[config.mk]
export PLATFORM = sky130hd
export DESIGN_NAME = uart0_tx_arbiter
export DESIGN_NICKNAME = d
export VERILOG_FILES = /design/src/rtl/uart0_pkg.sv /design/src/rtl/uart0_tx_ser.sv /design/src/rtl/uart0_tx_arbiter.sv
export SDC_FILE = /design/constraint.sdc
export NUM_CORES = 1
export LEC_CHECK = 0
export BUFFER_PORTS_ARGS = -buffer_cell sky130_fd_sc_hd__buf_2
export CORE_MARGIN = 2
export CORE_UTILIZATION = 45
export DETAILED_ROUTE_END_ITERATION = 12
export GPL_ROUTABILITY_DRIVEN = 0
export SYNTH_ARGS = -nofsm -noshare
export SYNTH_HDL_FRONTEND = slang
export SYNTH_SLANG_ARGS = --single-unit
export TNS_END_PERCENT = 1
[constraint.sdc]
create_clock -name sys_clk -period 3.6 [get_ports sys_clk]
set_input_delay 0.72 -clock sys_clk [delete_from_list [all_inputs] [get_ports sys_clk]]
set_output_delay 0.72 -clock sys_clk [all_outputs]
set_load 0.1 [all_outputs]
[src/rtl/uart0_pkg.sv]
// Shared types and constants for the UART0 transmit arbiter and its serializer.
package uart0_pkg;

   typedef enum logic [1:0] {
      IDLE  = 2'd0,
      START = 2'd1,
      DATA  = 2'd2,
      STOP  = 2'd3
   } state_e;

   localparam logic [1:0] OWN_A = 2'b01;
   localparam logic [1:0] OWN_B = 2'b10;

   localparam int unsigned CLKS_PER_BIT_DEF  = 1736;
   localparam int unsigned LOCK_IDLE_CYC_DEF = 27776;

endpackage

[src/rtl/uart0_tx_ser.sv]
// 8N1 serializer: latches tx_byte on start, sends start/8 data LSB-first/stop.
module uart0_tx_ser
   import uart0_pkg::*;
#(
   parameter int unsigned CLKS_PER_BIT = CLKS_PER_BIT_DEF
) (
   input  logic       sys_clk,
   input  logic       reset,
   input  logic       start,
   input  logic [7:0] tx_byte,
   output logic       done_c,
   output logic       txd
);

   localparam int unsigned     CW      = (CLKS_PER_BIT > 1) ? $clog2(CLKS_PER_BIT) : 1;
   localparam logic [CW-1:0]   CNT_MAX = CW'(CLKS_PER_BIT - 1);

   state_e          state_q, state_d;
   logic [CW-1:0]   cnt_q, cnt_d;
   logic [2:0]      idx_q, idx_d;
   logic [7:0]      shreg_q, shreg_d;
   logic            txd_q, txd_d;
   logic            last_tick;

   assign last_tick = (cnt_q == CNT_MAX);
   assign done_c    = (state_q == STOP) && last_tick;
   assign txd       = txd_q;

   // txd is derived from the next state so the line changes on the same edge as the state
   always_comb begin
      state_d = state_q;
      cnt_d   = cnt_q;
      idx_d   = idx_q;
      shreg_d = shreg_q;
      txd_d   = 1'b1;
      case (state_q)
         IDLE: begin
            if (start) begin
               state_d = START;
               cnt_d   = '0;
               idx_d   = '0;
               shreg_d = tx_byte;
            end
         end
         START: begin
            if (last_tick) begin
               state_d = DATA;
               cnt_d   = '0;
            end else begin
               cnt_d = cnt_q + CW'(1);
            end
         end
         DATA: begin
            if (last_tick) begin
               cnt_d   = '0;
               shreg_d = shreg_q >> 1;
               if (idx_q == 3'd7) begin
                  state_d = STOP;
               end else begin
                  idx_d = idx_q + 3'd1;
               end
            end else begin
               cnt_d = cnt_q + CW'(1);
            end
         end
         STOP: begin
            if (last_tick) begin
               state_d = IDLE;
               cnt_d   = '0;
            end else begin
               cnt_d = cnt_q + CW'(1);
            end
         end
         default: state_d = IDLE;
      endcase
      if (state_d == START) begin
         txd_d = 1'b0;
      end else if (state_d == DATA) begin
         txd_d = shreg_d[0];
      end
   end

   always_ff @(posedge sys_clk) begin
      if (reset) begin
         state_q <= IDLE;
         cnt_q   <= '0;
         idx_q   <= '0;
         shreg_q <= '0;
         txd_q   <= 1'b1;
      end else begin
         state_q <= state_d;
         cnt_q   <= cnt_d;
         idx_q   <= idx_d;
         shreg_q <= shreg_d;
         txd_q   <= txd_d;
      end
   end

endmodule

[src/rtl/uart0_tx_arbiter.sv]
// Two-requester UART0 transmit arbiter: round-robin with per-message lock and idle lock release.
module uart0_tx_arbiter
   import uart0_pkg::*;
#(
   parameter int unsigned CLKS_PER_BIT  = CLKS_PER_BIT_DEF,
   parameter int unsigned LOCK_IDLE_CYC = LOCK_IDLE_CYC_DEF
) (
   input  logic       sys_clk,
   input  logic       reset,
   input  logic       a_valid,
   input  logic       a_last,
   input  logic [7:0] a_data,
   output logic       a_ready,
   input  logic       b_valid,
   input  logic       b_last,
   input  logic [7:0] b_data,
   output logic       b_ready,
   output logic       txd,
   output logic [1:0] grant,
   output logic       busy
);

   localparam int unsigned   IW       = $clog2(LOCK_IDLE_CYC + 1);
   localparam logic [IW-1:0] IDLE_MAX = IW'(LOCK_IDLE_CYC - 1);

   logic          busy_q, busy_d;
   logic [1:0]    grant_q, grant_d;
   logic [1:0]    last_q, last_d;
   logic          lock_q, lock_d;
   logic [1:0]    lock_own_q, lock_own_d;
   logic [IW-1:0] idle_cnt_q, idle_cnt_d;
   logic [1:0]    win;
   logic          accept;
   logic          sel_last;
   logic [7:0]    sel_data;
   logic          owner_valid;
   logic          ser_done;

   assign a_ready = win[0];
   assign b_ready = win[1];
   assign grant   = grant_q;
   assign busy    = busy_q;

   // Winner selection: only in IDLE; lock owner exclusive, otherwise round-robin
   always_comb begin
      win = 2'b00;
      if (!busy_q && !reset) begin
         if (lock_q) begin
            if (lock_own_q == OWN_A) begin
               win = a_valid ? OWN_A : 2'b00;
            end else begin
               win = b_valid ? OWN_B : 2'b00;
            end
         end else if (a_valid && b_valid) begin
            win = (last_q == OWN_A) ? OWN_B : OWN_A;
         end else if (a_valid) begin
            win = OWN_A;
         end else if (b_valid) begin
            win = OWN_B;
         end
      end
   end

   assign accept      = |win;
   assign sel_data    = win[1] ? b_data : a_data;
   assign sel_last    = win[1] ? b_last : a_last;
   assign owner_valid = (lock_own_q == OWN_A) ? a_valid : b_valid;

   always_comb begin
      busy_d     = busy_q;
      grant_d    = grant_q;
      last_d     = last_q;
      lock_d     = lock_q;
      lock_own_d = lock_own_q;
      idle_cnt_d = idle_cnt_q;
      if (accept) begin
         busy_d     = 1'b1;
         grant_d    = win;
         last_d     = win;
         lock_d     = !sel_last;
         idle_cnt_d = '0;
         if (!sel_last) begin
            lock_own_d = win;
         end
      end else if (ser_done) begin
         busy_d = 1'b0;
      end
      // Stalled lock owner: count idle cycles and drop the lock at the limit
      if (!accept) begin
         if (busy_q || !lock_q || owner_valid) begin
            idle_cnt_d = '0;
         end else if (idle_cnt_q == IDLE_MAX) begin
            lock_d     = 1'b0;
            idle_cnt_d = '0;
         end else begin
            idle_cnt_d = idle_cnt_q + IW'(1);
         end
      end
   end

   always_ff @(posedge sys_clk) begin
      if (reset) begin
         busy_q     <= 1'b0;
         grant_q    <= 2'b00;
         last_q     <= OWN_B;
         lock_q     <= 1'b0;
         lock_own_q <= OWN_A;
         idle_cnt_q <= '0;
      end else begin
         busy_q     <= busy_d;
         grant_q    <= grant_d;
         last_q     <= last_d;
         lock_q     <= lock_d;
         lock_own_q <= lock_own_d;
         idle_cnt_q <= idle_cnt_d;
      end
   end

   uart0_tx_ser #(
      .CLKS_PER_BIT(CLKS_PER_BIT)
   ) u_ser (
      .sys_clk (sys_clk),
      .reset   (reset),
      .start   (accept),
      .tx_byte (sel_data),
      .done_c  (ser_done),
      .txd     (txd)
   );

endmodule

==> results by group <==
Finish
  – Layout cells sized above 1: 0.194
  – N_diodes: 0
  – Area Overhead vs Synth: 13.1%
  – Fin nets: 313
  – Final non-filler cell area: 2640 um^2
  – Post-Layout Cell Count: 358

Synthesis
  – Syn avg cell area: 8.96 um^2
  – Synth unique cells: 49
  – Net count of the mapped netlist: 287
  – Cell taking the most area after synthesis: dfxtp_1
  – Largest family of logic cells by synthesized area: simple AND/OR/NAND/NOR gates
  – Largest cells by area after synthesis: dfxtp_1 40%, nor2_1 4.7%, mux2_2 3.9%
  – Multiplexer area fraction after synthesis: 0.0621
  – Synth Area in Simple Gates: 0.261
  – Flops & latches, synth: 47
  – Post-synth top cells: 47 x dfxtp_1, 29 x nor2_1, 18 x nand2_1
  – Mapped cell area: 2340 um^2
  – Post-Synth Adder-Cell Area: 0.0214
  – Compound-gate portion of the synthesized area: 0.174
  – Number of synthesized flops with an enable pin: 0
  – Most frequent cell after synthesis: dfxtp_1
  – Top cell type's share of synthesized area: 0.402
  – Ys async rst share: 0
  – Syn Inst Count: 261
  – Sequential share of the synthesized area: 0.402
  – Synth Area in XOR/XNOR: 0.0449
  – Top_reg_cell synth: dfxtp_1
  – Yosys warns: 0

Clock tree
  – Post-CTS sizing: 0
  – Bufs on Longest Clock Path: 2
  – H-tree Lvls: 2
  – Clock sink total: 47
  – Root buf cell: clkbuf_8
  – Cts hold-fix bufs: 0
  – CTS Buf Count: 5
  – Clock-pin slew on the worst setup and hold paths: 80 ps
  – Clk Latency, worst-skew pair: 300 ps
  – Post-CTS setup repair buffer count: 0
  – CTS tree: built

Timing
  – Slew @ Worst Pin: 771 ps
  – Period utilisation layout: 0.791
  – Worst Slack Setup Final: 753 ps
  – Fin crit period: 2850 ps
  – Slew Viols, Final: 0
  – Final Skew: 7.33 ps
  – Max-slew headroom: 0.484
  – # setup viols final: 0
  – RSZ-0062 raised after global routing: no
  – Min Hold Slack: 467 ps
  – Total negative setup slack: 0 ps
  – Maximum clock rate: 351 MHz
  – Final hold vios: 0

Power and ir drop
  – VDD IR-drop max: 0.205 mV
  – Static leakage: 1.02 nW
  – PwrDens: 414 nW/um^2

Critical path
  – Worst-path maximum fanout: 10
  – Critical path class: in -> out
  – WP data required: 2880 ps
  – Arr. time, crit path: 2130 ps
  – Nature of the critical path endpoint: primary output
  – Crit start category: input pin

GRT
  – Vias in the first global route: 1752
  – Grt met1 use: 0.232
  – Met2 GRT Util: 0.248
  – Residual overflow from global routing: 0
  – Most used routing layer: met2
  – Initial antenna violation count: 0
  – Met3 usage: 0.0403
  – Total GRT Usage: 0.164
  – Largest net degree at the start of global routing: 29
  – First-pass GRT wire length: 7.95 mm

Placement
  – HPWL Detailed: 3.21 mm
  – Port bufs: 27
  – DP Worst Slack: 754 ps
  – Post-DP Area: 2530 um^2
  – DP Cell Count: 350

Run status
  – Status: finished clean

Route
  – Initial DRC Count: 99
  – Antenna-violating nets left: 0
  – First drt pass iteration count: 4
  – Post-route DRC: 0
  – Via count: 1920
  – Post-DR vias/cell: 5.36
  – Routed len/inst: 12.7 um
  – Routed WL: 4.55 mm

Floorplanning
  – Die Y: 76.1 um
  – Initial Utilization: 0.461
  – # rows: 26
  – Die width: 76.1 um
  – IO Count: 28
  – Die ar.: 5790 um^2
  – Core area: 5070 um^2

Flow run
  – Max-cap violations: 0

Worst hold path
  – Min-Delay Path Class: reg -> reg
## sequential cells by signal, indices dropped and copies added, names as in the netlist
name           count
u_ser.state_q      2
grant              2
busy               1
u_ser.txd          1
idle_cnt_q        15
last_q             1
u_ser.cnt_q       11
lock_own_q         2
u_ser.shreg_q      8
lock_q             1
u_ser.idx_q        3
## final cells by class
class	count	area, um^2
fill	508	2430
multi-input combinational	196	1320
sequential	47	941
timing repair buffer	29	150
tap	70	87.6
clock buffer	5	68.8
clock inverter	3	43.8
inverter	8	30.0
## worst max-delay path, cell delays in order
cell and delay, ps:
buf_2 160, or3b_2 480, a221oi_2 280, buf_2 490
## stage by stage
stage                      util  total power, W
after detailed placement  0.499        0.000723
after CTS                 0.521         0.00111
after floorplan               -        0.000690
after global routing      0.521         0.00115
after global placement    0.499        0.000723
final                     0.521         0.00109
## power by group
group | switching, W | internal, W
registers | 0.0000126 | 0.000537
logic | 0.000109 | 0.0000524
clock network | 0.000178 | 0.000207
## routing by layer
layer / wire [um] / vias up
met5: 0 / -
met4: 39 / 0
met2: 2010 / 18
li1: - / 1009
met1: 2390 / 889
met3: 110 / 4
## cells in the final DEF (no fill, tap or decap), types with 4 or more instances in the layout
cell type / n
dfxtp_1: 47
and3_1: 8
nor2_1: 29
or3_1: 5
inv_1: 8
a22oi_1: 8
nand2b_1: 7
ha_1: 4
a21oi_1: 15
xnor2_1: 6
a311oi_1: 9
clkbuf_8: 5
mux2_2: 8
buf_2: 27
o21ai_0: 8
xor2_1: 6
nand2_1: 18
mux2i_1: 4
nand3_1: 9
nor2b_1: 7
## final timing paths
| kind | from | end | slack (ps) | cells past startpoint |
|---|---|---|---|---|
| setup reg to reg | u_ser.cnt_q[0] | u_ser.idx_q[0] | 1270 | 6 |
| hold reg to reg | u_ser.shreg_q[5] | u_ser.shreg_q[5] | 470 | 2 |
| hold / removal | u_ser.shreg_q[5] | u_ser.shreg_q[5] | 470 | 2 |
| setup / recovery | reset | a_ready | 750 | 4 |
## cells by family (layout without fill, tap and decap cells)
group,count (synthesis),in the layout
compound gates,58,58
xor+xnor,12,12
fa+ha+maj,4,4
buf+inv,18,45
flops,47,47
mux,13,13
simple gates,109,109
Power figures use the tool's default switching activity.
